File: config.mk
export PLATFORM = sky130hd
export DESIGN_NAME = dlfloat_result_tx
export DESIGN_NICKNAME = d
export VERILOG_FILES = /design/src/rtl/dlfloat_result_tx.sv
export SDC_FILE = /design/constraint.sdc
export NUM_CORES = 1
export LEC_CHECK = 0
export CAP_MARGIN = 20
export CORE_MARGIN = 2
export CORE_UTILIZATION = 29
export CTS_BUF_LIST = sky130_fd_sc_hd__clkbuf_16
export DETAILED_ROUTE_END_ITERATION = 6
export HOLD_SLACK_MARGIN = 0.08
export SLEW_MARGIN = 20
export SYNTH_ARGS = -nofsm -noshare
export SYNTH_HDL_FRONTEND = slang
export SYNTH_SLANG_ARGS = --single-unit
File: constraint.sdc
create_clock -name clk -period 5.6 [get_ports clk]
set_input_delay 1.12 -clock clk [delete_from_list [all_inputs] [get_ports clk]]
set_output_delay 1.12 -clock clk [all_outputs]
set_load 0.02 [all_outputs]
File: src/rtl/dlfloat_result_tx.sv
`default_nettype none
// ============================================================================
// Module   : dlfloat_result_tx
// Purpose  : Buffers 16-bit DLFloat MAC results in a small circular FIFO and
//            serializes each word onto an 8-bit pad bus as two bytes using a
//            valid/ack handshake. Also drives the pad output enable.
// Ports    : clk, rst         - clock (rising edge), synchronous active-high reset
//            res_in/res_valid - result word push request
//            res_ready        - FIFO not full (push accepted when valid&&ready)
//            tx_data/tx_valid - byte presented to the pad bus
//            tx_ack           - consumer takes byte when tx_valid && tx_ack
//            tx_last          - second byte of a word is on the bus
//            tx_oe            - pad output enable, mirrors tx_valid
//            fifo_count       - words held in the FIFO (not the one in flight)
//            overflow         - sticky, set on a push attempt while full
// Revision : 1.0 - initial release
// ============================================================================
module dlfloat_result_tx #(
   parameter int DEPTH    = 4,
   parameter int HI_FIRST = 1
) (
   input  logic                     clk,
   input  logic                     rst,
   input  logic [15:0]              res_in,
   input  logic                     res_valid,
   output logic                     res_ready,
   output logic [7:0]               tx_data,
   output logic                     tx_valid,
   input  logic                     tx_ack,
   output logic                     tx_last,
   output logic                     tx_oe,
   output logic [$clog2(DEPTH):0]   fifo_count,
   output logic                     overflow
);

   localparam int PW = $clog2(DEPTH);
   localparam int CW = PW + 1;
   localparam logic [CW-1:0] c_full = DEPTH[CW-1:0];

   typedef enum logic [1:0] {
      ST_IDLE   = 2'd0,
      ST_FIRST  = 2'd1,
      ST_SECOND = 2'd2
   } state_t;

   logic [15:0]   r_mem [DEPTH];
   logic [PW-1:0] r_wr_ptr;
   logic [PW-1:0] r_rd_ptr;
   logic [CW-1:0] r_count;
   logic          r_overflow;
   logic [15:0]   r_hold;
   state_t        r_state;
   state_t        w_state_next;
   logic          w_push;
   logic          w_pop;
   logic          w_not_empty;
   logic [7:0]    w_byte_first;
   logic [7:0]    w_byte_second;

   assign w_not_empty = (r_count != '0);
   assign res_ready   = (r_count != c_full);
   // res_ready comes from the registered count, so a pop on a full-FIFO edge
   // cannot make room for a push on that same edge.
   assign w_push      = res_valid && res_ready;

   // ---------------------------------------------------------------------
   // Serializer next-state / pop decision
   // ---------------------------------------------------------------------
   always_comb begin
      w_state_next = r_state;
      w_pop        = 1'b0;
      case (r_state)
         ST_IDLE: begin
            if (w_not_empty) begin
               w_pop        = 1'b1;
               w_state_next = ST_FIRST;
            end
         end
         ST_FIRST: begin
            if (tx_ack) begin
               w_state_next = ST_SECOND;
            end
         end
         ST_SECOND: begin
            if (tx_ack) begin
               // Back-to-back: reload hold directly without an idle cycle.
               if (w_not_empty) begin
                  w_pop        = 1'b1;
                  w_state_next = ST_FIRST;
               end else begin
                  w_state_next = ST_IDLE;
               end
            end
         end
         default: begin
            w_state_next = ST_IDLE;
         end
      endcase
   end

   always_ff @(posedge clk) begin
      if (rst) begin
         r_state <= ST_IDLE;
      end else begin
         r_state <= w_state_next;
      end
   end

   // ---------------------------------------------------------------------
   // FIFO storage (contents need no reset; pointers/count define validity)
   // ---------------------------------------------------------------------
   always_ff @(posedge clk) begin
      if (w_push && !rst) begin
         r_mem[r_wr_ptr] <= res_in;
      end
   end

   always_ff @(posedge clk) begin
      if (rst) begin
         r_wr_ptr   <= '0;
         r_rd_ptr   <= '0;
         r_count    <= '0;
         r_overflow <= 1'b0;
         r_hold     <= 16'h0000;
      end else begin
         if (w_push) begin
            r_wr_ptr <= r_wr_ptr + 1'b1;
         end
         if (w_pop) begin
            r_rd_ptr <= r_rd_ptr + 1'b1;
            r_hold   <= r_mem[r_rd_ptr];
         end
         case ({w_push, w_pop})
            2'b10:   r_count <= r_count + 1'b1;
            2'b01:   r_count <= r_count - 1'b1;
            default: r_count <= r_count;
         endcase
         if (res_valid && !res_ready) begin
            r_overflow <= 1'b1;
         end
      end
   end

   // ---------------------------------------------------------------------
   // Outputs: decoded purely from registers, so they stay stable while a
   // byte waits for tx_ack.
   // ---------------------------------------------------------------------
   assign w_byte_first  = (HI_FIRST != 0) ? r_hold[15:8] : r_hold[7:0];
   assign w_byte_second = (HI_FIRST != 0) ? r_hold[7:0]  : r_hold[15:8];

   always_comb begin
      tx_data  = 8'h00;
      tx_valid = 1'b0;
      tx_last  = 1'b0;
      case (r_state)
         ST_FIRST: begin
            tx_data  = w_byte_first;
            tx_valid = 1'b1;
         end
         ST_SECOND: begin
            tx_data  = w_byte_second;
            tx_valid = 1'b1;
            tx_last  = 1'b1;
         end
         default: begin
            tx_data  = 8'h00;
         end
      endcase
   end

   assign tx_oe      = tx_valid;
   assign fifo_count = r_count;
   assign overflow   = r_overflow;

endmodule
`default_nettype wire
# Word-level counts from Yosys, hierarchy flattened
# Memories as Yosys holds them, arrays and structs flattened. A register that Yosys moved wholly into a read port is not among the register bits.
# Index checks and enable logic that the tools add are counted.
[classes] n_addsub=4 n_eq_ne=8 n_mux=14 n_reduce_logical=10
[ops] cell="case mux 8 bit (2 select lines)" n=1
[ops] cell="2-to-1 mux 1 bit" n=7
[ops] cell="2-to-1 mux 2 bit" n=3
[ops] cell="inequality test 2 bit, second input constant" n=3
[ops] cell="case mux 2 bit (3 select lines)" n=1
[ops] cell="case mux 3 bit (2 select lines)" n=1
[ops] cell="adder 2 x 1 -> 2 bit, second input constant" n=2
[ops] cell="equality test 2 x 1 -> 1 bit, second input constant" n=2
[ops] cell="equality test 2 bit, second input constant" n=2
[ops] cell="adder 3 x 1 -> 3 bit, second input constant" n=1
[ops] cell="logical AND 1 bit" n=3
[ops] cell="inequality test 3 bit, second input constant" n=1
[ops] cell="AND reduction 3 bit" n=1
[ops] cell="nonzero test 3 bit" n=1
[ops] cell="subtractor 3 x 1 -> 3 bit, second input constant" n=1
[ops] cell="logical NOT 1 bit" n=2
[ops] cell="logical NOT 2 bit" n=1
[ops] cell="case mux 1 bit (2 select lines)" n=1
[ops] cell="nonzero test 2 bit" n=1
[ops] cell="OR reduction 2 bit" n=1
[totals] reg_bits=10 ramBits=64 in_bits=20 out_inout_bits=16 elab_cells=42 mem_count=1
[memory_table] memory="r_mem" depth=4 width=16 read_ports=1 rd_clocked_by_memory_dff=1 write_ports=1 line="46" text="logic [15:0] r_mem [DEPTH];"

# Depth between registers and ports, before layout
[depth] ltp_word=6 mapped_depth=10 mapped_depth_nobuf=10

# Least setup slack after synthesis
# No wires, ideal clock.
[synth_timing] path_type="reg-to-output" startpoint="register r_state[0]" endpoint="output port tx_data[0]" t_arrival_ps=1478 required_ps=4480 path_slack_ps=3002 path_stages_with_launch=6 n_path_buf=1 cell_sequence="dfxtp_1 > inv_1 > ha_1 > clkbuf_1 > a22oi_1 > nor2b_1"
[synth_via] elab_chain_cells=2 elab_cells_between_ends=3 classes_between="eq/ne: 2; mux: 1"
[synth_lines] element="start: declaration" line="52" text="state_t r_state;"
[synth_lines] element="start signal: assignment" line="105" text="r_state <= w_state_next;"
[synth_lines] element="equality test 2 bit or equality test 2 x 1 -> 1 bit (tied branches)" line="155" text="case (r_state)"
[synth_lines] element="case mux 8 bit (2 select lines) (*)" line="155"
[synth_lines] element="end: declaration" line="27" text="output logic [7:0] tx_data,"
# Mark *: on every way between the ends. The rest lies on a longest branch, timed or not.

# Worst setup path in the final report
[layout_timing] startpoint="register r_state[0]" endpoint="output port tx_data[4]"
# Same word-level chain as after synthesis.

==> results.md <==
* Ant diodes at 0
* Switching portion of total power at 0.332
* 1st-iter DRT viols at 109
* Flops & latches, synth at 90
* Core box area at 12600 um2
* First-pass GRT wire length at 11100 um
* Setup ws final at 2280 ps
* Area leader, netlist: edfxtp_1
* Final ANT Viol Nets at 0
* CP max FO at 14
* Critical path arrival at 2200 ps
* Sequential share of the synthesized area at 0.658
* Dpl cells at 448
* Area delta synth->final at 21.1%
* Routed WL at 6900 um
* Clock network power share at 0.272
* Hold path cells at 2
* Sequential share of power at 0.415
* Root buffer cell: clkbuf_16
* Achievable Freq at 301 MHz
* Worst slew pin tran at 865 ps
* Final setup vio count at 0
* Fillers at 1213
* First-pass DRT Iterations at 4
* Pleak at 1.43 nW
* Final period utilization at 0.593
* Number of port buffers at 35
* Grt ovf at 0
* Synth warn at 0
* Die Span Y at 117 um
* Final instance area at 4490 um2
* CTS tree: yes
* Mean routed wirelength per cell at 14.9 um
* Hold path start: r_hold[8]
* Slew Limit Fails at 0
* Post-CTS sizing at 0
* Finished Layout Cells at 464
* Synth top area share at 0.518
* Vias in the first global route at 2106
* Setup CP Type: reg -> out
* Vias at 2114
* Post-Syn Area at 3710 um2
* Main area contributors after synthesis: edfxtp_1, dfxtp_1, mux4_2
* Max-slew headroom at 0.423
* Max-cap violations at 0
* Largest net degree at the start of global routing at 31
* Outcome: finished, final reports clean
* Req. time, crit path at 4480 ps
* Highest metal used: met4
* CTS H-tree depth at 3
* Share of cells above drive strength 1 at 0.127
* Cell Rows at 41
* Final Hold Viols at 0
* Start of the worst register-to-register path: r_state[0]
* Hold Path Class: reg -> reg
* Power per cell area at 462 nW/um2
* Crit. End Element: output pin
* Avg Cell Area, Syn at 14.6 um2
* Syn_nets at 286
* Die Wd at 117 um
* Worst clock skew at 7.84 ps
* I/O Pins at 36
* Gate Count Post-Synth at 255
* Starting Density at 0.295
* Commonest non-fill, non-tap cell in the layout: edfxtp_1
* Post-Place Worst Slack at 2240 ps
* Commonest cells after routing, fill and taps aside: edfxtp_1, clkdlybuf4s50_1, dfxtp_1, a21oi_1, nand3_1
* Via/cell ratio at 4.56
* Post-synthesis cell type count at 32
* HPWL Detailed at 4530 um
* Net Sw Power at 688 uW
* GR Util All Layers at 0.108
* Setup TNS at 0 ps
* M1 WL at 3360 um
* Worst-skew pair later-pin latency at 330 ps
* Cell Int Power at 1.39 mW
* Placed Instance Area at 4210 um2
* Peak supply drop at 0.171 mV
* Combinational power share at 0.313
* Hold buffer count at cts at 0
* RSZ-0062 raised after global routing: no
* Worst reg-to-reg path cell count at 10
* CTS buffer count at 9
* CP startpoint kind: flip-flop
* Post-layout min period at 3320 ps
* Maximum clock path buffer count at 2
* CTS sink cnt at 90
* Met2 WL at 3220 um
* Clock transition at path regs at 70 ps
* Die area at 13700 um2
* Routed wl met3 at 238 um
* Nets at 318
* Crit path from: r_state[0]
* Drt drc at 0
* Final GP Congestion at 0.785
* Antenna violations before repair at 0
* Setup Fix Bufs, Post-CTS at 0
-- worst paths after layout --
| path | endpoint | slack (ps) |
|---|---|---|
| setup / recovery | tx_data[4] | 2280 |
| hold / removal | r_hold[8] | 480 |
| setup reg to reg | fifo_count[2] | 2880 |
| hold reg to reg | r_hold[8] | 480 |
-- critical path, stage by stage, from the launching register on --
cell and delay [ps]:
dfxtp_1 350, inv_1 90, ha_1 490, a22oi_1 180
nor2b_1 150, clkdlybuf4s50_1 610
-- final cells by class --
cell class	count	area [um2]	area share
timing repair buffer	38	373	0.0830
clock inverter	7	61.3	0.0136
inverter	10	37.5	0.00835
tap	172	215	0.0479
multi-input combinational	138	1140	0.253
sequential	90	2440	0.544
clock buffer	9	225	0.0501
-- cells by family (layout without fill, tap and decap cells) --
| family | after synthesis | count (layout) | synth area share |
|---|---|---|---|
| buffers and inverters | 27 | 64 | 0.0351 |
| DFF | 90 | 90 | 0.658 |
| AOI/OAI and AO/OA | 58 | 58 | 0.0920 |
| and+or+nand+nor | 50 | 50 | 0.0711 |
| xor gates and xnor gates | 2 | 2 | 0.00472 |
| adders and majority gates | 11 | 11 | 0.0391 |
| muxes | 17 | 17 | 0.0998 |
-- synth_stat cells --
library cell / count
buf_2: 5
o21ai_0: 19
o21bai_1: 1
clkbuf_1: 7
mux4_2: 16
edfxtp_1: 64
a21oi_2: 1
and2_1: 4
mux2i_1: 1
a21o_1: 1
nor3b_1: 1
o21ba_2: 1
nand3_1: 20
nand2_1: 2
o21ai_1: 1
nor3_1: 2
buf_6: 1
ha_1: 10
a31o_1: 1
a22oi_1: 8
nand2b_1: 2
dfxtp_1: 26
buf_4: 4
nor2_1: 7
xor2_1: 2
a21oi_1: 23
o2111ai_1: 1
a311oi_2: 1
nor2b_1: 9
or3_1: 3
fa_1: 1
inv_1: 10
-- power by group through the flow --
| stage | logic (mW) | registers, mW | clock network, mW |
|---|---|---|---|
| detailed placement | 0.656 | 0.878 | 0 |
| global route | 0.732 | 0.873 | 0.602 |
| finish | 0.650 | 0.861 | 0.565 |
| floorplan | 0.510 | 0.861 | 0 |
| CTS | 0.658 | 0.863 | 0.574 |
| global placement | 0.649 | 0.873 | 0 |
-- state kept, by name (all words and copies together), names as in the netlist --
register and cells:
r_state 2, fifo_count 3, overflow 1, r_mem 64, r_hold 16, r_rd_ptr 2
r_wr_ptr 2
-- per-stage QoR --
step / total power [mW] / hold slack [ps] / utilization
floorplan: 1.37 / 454 / -
global placement: 1.52 / 467 / 0.335
detailed placement: 1.53 / 466 / 0.335
CTS: 2.09 / 475 / 0.357
global route: 2.21 / 506 / 0.357
finish: 2.08 / 480 / 0.357
-- metal layers --
metal,GRT usage,vias up
li1,-,1026
met1,0.146,1026
met2,0.171,54
met3,0.0314,8
met4,0.0329,0
met5,0,-
No activity file was read; power rests on OpenSTA's default activity.
